===== src/rtl/core_v_xif_pkg.sv =====
// Shared CV-X-IF result type, used by the result arbiter, its interface and the
// coprocessors and CPU that connect to it.
package core_v_xif_pkg;

    localparam int unsigned XifHartidWidth = 1;
    localparam int unsigned XifIdWidth     = 4;
    localparam int unsigned XifRfwWidth    = 32;
    // Two write-enable bits so the same layout serves single and dual writeback.
    localparam int unsigned XifWeWidth     = 2;

    typedef struct packed {
        logic [XifHartidWidth-1:0] hartid;
        logic [XifIdWidth-1:0]     id;
        logic [XifRfwWidth-1:0]    data;
        logic [4:0]                rd;
        logic [XifWeWidth-1:0]     we;
        logic                      exc;
        logic [5:0]                exccode;
        logic                      dbg;
        logic                      err;
    } x_result_t;

endpackage


===== src/rtl/xif_result_arbiter_if.sv =====
// Result-channel bundle: NUM_COPROC coprocessor result channels on one side and the
// single CPU result channel (plus source index) on the other.
interface xif_result_arbiter_if
    import core_v_xif_pkg::*;
#(
    parameter int unsigned NUM_COPROC = 2
);
    localparam int unsigned SrcW = $clog2(NUM_COPROC);

    logic [NUM_COPROC-1:0]      co_result_valid;
    logic [NUM_COPROC-1:0]      co_result_ready;
    x_result_t [NUM_COPROC-1:0] co_result;

    logic                       cpu_result_valid;
    logic                       cpu_result_ready;
    x_result_t                  cpu_result;
    logic [SrcW-1:0]            cpu_result_src;

    // Arbiter side.
    modport master (
        input  co_result_valid,
        input  co_result,
        input  cpu_result_ready,
        output co_result_ready,
        output cpu_result_valid,
        output cpu_result,
        output cpu_result_src
    );

    // Coprocessor/CPU side.
    modport slave (
        output co_result_valid,
        output co_result,
        output cpu_result_ready,
        input  co_result_ready,
        input  cpu_result_valid,
        input  cpu_result,
        input  cpu_result_src
    );

endinterface


===== src/rtl/xif_rr_arbiter.sv =====
// Generic N-way round-robin grant. The pointer only advances (past the winner) when
// update_i reports that the current grant was actually taken.
module xif_rr_arbiter #(
    parameter int unsigned N = 2,
    localparam int unsigned IdxW = $clog2(N)
) (
    input  logic            clk_i,
    input  logic            rst_ni,
    input  logic [N-1:0]    req_i,
    input  logic            update_i,
    output logic [N-1:0]    gnt_o,
    output logic [IdxW-1:0] gnt_idx_o,
    output logic            gnt_valid_o
);

    logic [IdxW-1:0] rr_q, rr_d;
    logic [IdxW-1:0] cand;

    always_comb begin
        gnt_valid_o = 1'b0;
        gnt_idx_o   = '0;
        cand        = '0;
        for (int unsigned off = 0; off < N; off++) begin
            cand = IdxW'((32'(rr_q) + off) % N);
            if (!gnt_valid_o && req_i[cand]) begin
                gnt_valid_o = 1'b1;
                gnt_idx_o   = cand;
            end
        end

        gnt_o            = '0;
        gnt_o[gnt_idx_o] = gnt_valid_o;

        rr_d = rr_q;
        if (update_i && gnt_valid_o) begin
            rr_d = (gnt_idx_o == IdxW'(N - 1)) ? '0 : gnt_idx_o + 1'b1;
        end
    end

    always_ff @(posedge clk_i or negedge rst_ni) begin
        if (!rst_ni) begin
            rr_q <= '0;
        end else begin
            rr_q <= rr_d;
        end
    end

endmodule


===== src/rtl/xif_result_arbiter.sv =====
// Merges NUM_COPROC CV-X-IF result channels onto the CPU result port through a
// single registered output slot, with round-robin fairness between coprocessors.
module xif_result_arbiter
    import core_v_xif_pkg::*;
#(
    parameter int unsigned NUM_COPROC     = 2,
    parameter int unsigned X_ID_WIDTH     = 4,
    parameter int unsigned X_HARTID_WIDTH = 1,
    parameter int unsigned X_RFW_WIDTH    = 32,
    parameter int unsigned X_DUALWRITE    = 0
) (
    input logic                  clk_i,
    input logic                  rst_ni,
    xif_result_arbiter_if.master bus
);

    localparam int unsigned SrcW = $clog2(NUM_COPROC);

    // The payload layout is fixed by the shared package; refuse mismatched builds.
    if (NUM_COPROC < 2 || X_DUALWRITE > 1 || X_ID_WIDTH != XifIdWidth ||
        X_HARTID_WIDTH != XifHartidWidth || X_RFW_WIDTH != XifRfwWidth) begin : g_bad_cfg
        $error("xif_result_arbiter: parameters do not match core_v_xif_pkg");
    end

    logic            full_q, full_d;
    x_result_t       res_q, res_d;
    logic [SrcW-1:0] src_q, src_d;

    logic                  load;
    logic                  co_hs;
    logic [NUM_COPROC-1:0] gnt;
    logic [SrcW-1:0]       gnt_idx;
    logic                  gnt_valid;

    assign load  = !full_q || bus.cpu_result_ready;
    // Reset gates the handshake so no coprocessor sees ready while reset is held.
    assign co_hs = rst_ni && load && gnt_valid;

    xif_rr_arbiter #(
        .N (NUM_COPROC)
    ) u_arb (
        .clk_i       (clk_i),
        .rst_ni      (rst_ni),
        .req_i       (bus.co_result_valid),
        .update_i    (co_hs),
        .gnt_o       (gnt),
        .gnt_idx_o   (gnt_idx),
        .gnt_valid_o (gnt_valid)
    );

    assign bus.co_result_ready = gnt & {NUM_COPROC{co_hs}};

    always_comb begin
        full_d = full_q;
        res_d  = res_q;
        src_d  = src_q;
        if (co_hs) begin
            full_d = 1'b1;
            res_d  = bus.co_result[gnt_idx];
            src_d  = gnt_idx;
        end else if (bus.cpu_result_ready) begin
            full_d = 1'b0;
        end
    end

    always_ff @(posedge clk_i or negedge rst_ni) begin
        if (!rst_ni) begin
            full_q <= 1'b0;
            res_q  <= '0;
            src_q  <= '0;
        end else begin
            full_q <= full_d;
            res_q  <= res_d;
            src_q  <= src_d;
        end
    end

    assign bus.cpu_result_valid = full_q;
    assign bus.cpu_result       = res_q;
    assign bus.cpu_result_src   = src_q;

endmodule

===== src/flat_wrapper.sv =====
// flat-port wrapper written by rule: the top's interface ports become plain ports
module xif_result_arbiter_flat import core_v_xif_pkg::*;
#(
    parameter int unsigned NUM_COPROC     = 2,
    parameter int unsigned X_ID_WIDTH     = 4,
    parameter int unsigned X_HARTID_WIDTH = 1,
    parameter int unsigned X_RFW_WIDTH    = 32,
    parameter int unsigned X_DUALWRITE    = 0
)
  (clk_i, rst_ni, bus_co_result_valid, bus_co_result, bus_cpu_result_ready, bus_co_result_ready, bus_cpu_result_valid, bus_cpu_result, bus_cpu_result_src);
  xif_result_arbiter_if #(.NUM_COPROC(NUM_COPROC)) bus_i ();
  input logic clk_i;
  input logic rst_ni;
  input wire logic [$bits(bus_i.co_result_valid)-1:0] bus_co_result_valid;
  input wire logic [$bits(bus_i.co_result)-1:0] bus_co_result;
  input wire logic [$bits(bus_i.cpu_result_ready)-1:0] bus_cpu_result_ready;
  output wire logic [$bits(bus_i.co_result_ready)-1:0] bus_co_result_ready;
  output wire logic [$bits(bus_i.cpu_result_valid)-1:0] bus_cpu_result_valid;
  output wire logic [$bits(bus_i.cpu_result)-1:0] bus_cpu_result;
  output wire logic [$bits(bus_i.cpu_result_src)-1:0] bus_cpu_result_src;
  assign bus_i.co_result_valid = bus_co_result_valid;
  assign bus_i.co_result = bus_co_result;
  assign bus_i.cpu_result_ready = bus_cpu_result_ready;
  assign bus_co_result_ready = bus_i.co_result_ready;
  assign bus_cpu_result_valid = bus_i.cpu_result_valid;
  assign bus_cpu_result = bus_i.cpu_result;
  assign bus_cpu_result_src = bus_i.cpu_result_src;
  xif_result_arbiter #(.NUM_COPROC(NUM_COPROC), .X_ID_WIDTH(X_ID_WIDTH), .X_HARTID_WIDTH(X_HARTID_WIDTH), .X_RFW_WIDTH(X_RFW_WIDTH), .X_DUALWRITE(X_DUALWRITE)) u_core (.clk_i(clk_i), .rst_ni(rst_ni), .bus(bus_i));
endmodule

===== config.mk =====
export PLATFORM = sky130hd
export DESIGN_NAME = xif_result_arbiter_flat
export DESIGN_NICKNAME = d
export VERILOG_FILES = /design/src/rtl/core_v_xif_pkg.sv /design/src/rtl/xif_result_arbiter_if.sv /design/src/rtl/xif_rr_arbiter.sv /design/src/rtl/xif_result_arbiter.sv /design/src/flat_wrapper.sv
export SDC_FILE = /design/constraint.sdc
export NUM_CORES = 1
export LEC_CHECK = 0
export CAP_MARGIN = 0
export CORE_MARGIN = 10
export CORE_UTILIZATION = 41
export CTS_BUF_LIST = sky130_fd_sc_hd__clkbuf_16
export DETAILED_ROUTE_END_ITERATION = 10
export PLACE_DENSITY = 0.86
export SLEW_MARGIN = 0
export SYNTH_ARGS = -nofsm -noshare
export SYNTH_HDL_FRONTEND = slang
export SYNTH_SLANG_ARGS = --single-unit

===== constraint.sdc =====
create_clock -name clk_i -period 4.8 [get_ports clk_i]
set_clock_uncertainty 0.05 [all_clocks]
set_input_delay 0.96 -clock clk_i [delete_from_list [all_inputs] [get_ports clk_i]]
set_output_delay 0.96 -clock clk_i [all_outputs]
set_load 0.005 [all_outputs]

==> metrics.cfg <==
[sta]
hold_viol = 0
hold_ws_ps = 453
fin_crit_ps = 3780
slew_violations = 0
worstMarginPinSlew_ps = 677
slew_headroom_pct = 54.8
fmax_mhz = 265
tns_ps = 0
finalCritPeriodShare_pct = 78.7
setup_viol = 0
rsz0062_at_grt = no

[cts]
ctsResizeCount = 0
htreeDepth = 2
cts_setup_buffers = 0
cts_root_buffer = clkbuf_16
cts_tree = yes
clock_sinks = 56
cts_buffer_depth = 2
cts_buffers = 5
insertion_delay_ps = 280
cts_hold_buf = 0
cts.clk_slew.worst_paths_ps = 70

[synth]
netlist_instances = 261
synth_seq_cells = 56
synthesis.nets = 372
syn_area_um2 = 2860
synth_warnings = 0
avgSynthCellArea_um2 = 11.0
synth_cell_types = 16
yosysSeqAreaShare_pct = 49.0

[grt]
antenna_found_initial = 0
grt_max_degree = 73
grt_use_total_pct = 18.8
grt_pass1_vias = 3150
grt_overflow_total = 0
grt_pass1_wl_um = 16900

[routing]
drtIter0Drc = 172
drt-total-wl_um = 10500
wl_per_cell_um = 20.9
drt-pass1-iter-count = 4
vias_per_cell = 5.78
vias = 2903
drc_errors = 0
ant_nets = 0

[layout]
final_common_cell = clkdlybuf4s50_1
synthToLayoutAreaGrowth_pct = 63.1
drive_gt1_share_pct = 4.19
final_cell_mix = 165 x clkdlybuf4s50_1, 56 x dfrtp_1, 54 x nand2_1, 53 x nor4b_1, 53 x a221o_1
finalNetCount = 516
fillers = 531
diodes = 0

[pwr]
p_leak_nw = 1.83
seq_power_share_pct = 41.9
p_int_mw = 1.09
clock_power_share_pct = 23.0
irDropWorstVdd_mv = 0.248
p_sw_mw = 0.400
power.density_nw_per_um2 = 320
power_frac_comb_pct = 35.1
swShare_pct = 26.8

[die]
start_util_pct = 42.1
die_h_um = 104
num_rows = 30
core_area_um2 = 6790
ios = 168
die_area_um2 = 10700
die_w_um = 104

[placed_design]
dp_hpwl_um = 7530
port_buffers = 167
gp_congestion = 0.782

[worst_setup_path]
cp.arrival_ps = 2770
crit_path_max_incr_delay_ps = 520
crit_path_end_kind = output port
critPathLaunchType = primary input
critPathKind = in -> out
critPathMaxFanout = 25
worstPathCellList = clkdlybuf4s50_1, nor2b_4, and4b_2, clkdlybuf4s50_1
required_ps = 3790
slowest_stage = clkdlybuf4s50_1
cp_common_cell = clkdlybuf4s50_1

[min_path]
worstHoldPathType = reg -> reg

[run]
cap_violations = 0

[run_status]
status = finished clean

==> final timing paths <==
check | startpoint | to | slack (ps) | cells after the start
max | bus_cpu_result_ready | bus_co_result_ready[0] | 1020 | 4
min | u_core.bus.cpu_result_src | u_core.bus.cpu_result_src | 450 | 1
max reg2reg | u_core.bus.cpu_result_valid | u_core.bus.cpu_result[52] | 2660 | 4
min reg2reg | u_core.bus.cpu_result_src | u_core.bus.cpu_result_src | 450 | 1
max in group asynchronous | rst_ni | u_core.bus.cpu_result[14] | 3120 | 2
min in group asynchronous | rst_ni | u_core.bus.cpu_result[50] | 560 | 1
==> cell families (layout without fill, tap and decap cells) <==
group | Yosys count | after routing | synth area share [%]
AND/OR/NAND/NOR | 111 | 111 | 24.6
AO/OA/AOI/OAI | 57 | 57 | 19.6
flip-flops | 56 | 56 | 49.0
buffers and inverters | 37 | 182 | 6.87
==> power groups by stage <==
stage	logic (mW)	clock network (mW)	registers (mW)
after detailed placement	0.529	0	0.630
after global placement	0.520	0	0.629
after CTS	0.531	0.352	0.624
final	0.523	0.343	0.625
after global routing	0.562	0.369	0.636
after floorplan	0.178	0	0.634
==> area by class of cell <==
class / count / area (um^2) / area share, %
repair buffers: 173 / 1710 / 36.7
flip-flops and latches: 56 / 1400 / 30.1
multi-input cells: 168 / 1290 / 27.7
clock buffers: 5 / 125 / 2.68
well taps: 96 / 120 / 2.58
clock inverters: 3 / 11.3 / 0.241
inverters: 1 / 3.75 / 0.0805
==> critical path, delay by kind of cell <==
kind                   cells  cell delay [ps]
AND/OR/NAND/NOR            2              820
buffers and inverters      2              970
==> synth_stat cells, drive strengths merged <==
cell | n | area [um^2]
a21o | 2 | 15.0
a221o | 53 | 531
o221ai | 1 | 8.76
nand2 | 54 | 203
o21ai | 1 | 5.00
clkbuf | 22 | 82.6
and4b | 1 | 10.0
inv | 1 | 3.75
buf | 14 | 110
nor4b | 53 | 464
nor2b | 2 | 15.0
dfrtp | 56 | 1400
nor4bb | 1 | 10.0
==> metrics by stage <==
stage	cell area [um^2]	instances	setup WS, ps	util [%]	total power, mW
2_1_floorplan	2860	261	2050	-	0.812
3_3_place_gp	4530	494	1050	66.6	1.15
3_5_place_dp	4530	494	1000	66.6	1.16
4_1_cts	4660	502	1010	68.6	1.51
5_1_grt	4660	502	935	68.6	1.57
6_report	4660	502	1020	68.6	1.49
==> layer usage <==
layer	global-route usage [%]	part of all wire, %	vias to the layer above
li1	-	-	1314
met1	23.5	42	1410
met2	29.0	47	151
met3	5.70	7.6	28
met4	8.37	4.0	0
met5	0	0	-
==> sequential cells by signal, indices dropped and copies added, names as in the netlist <==
| register | count |
|---|---|
| u_core.bus.cpu_result_src | 1 |
| u_core.bus.cpu_result_valid | 1 |
| u_core.bus.cpu_result | 53 |
| u_core.u_arb.rr_q | 1 |
Note: power is estimated with default switching activity, not from simulation.
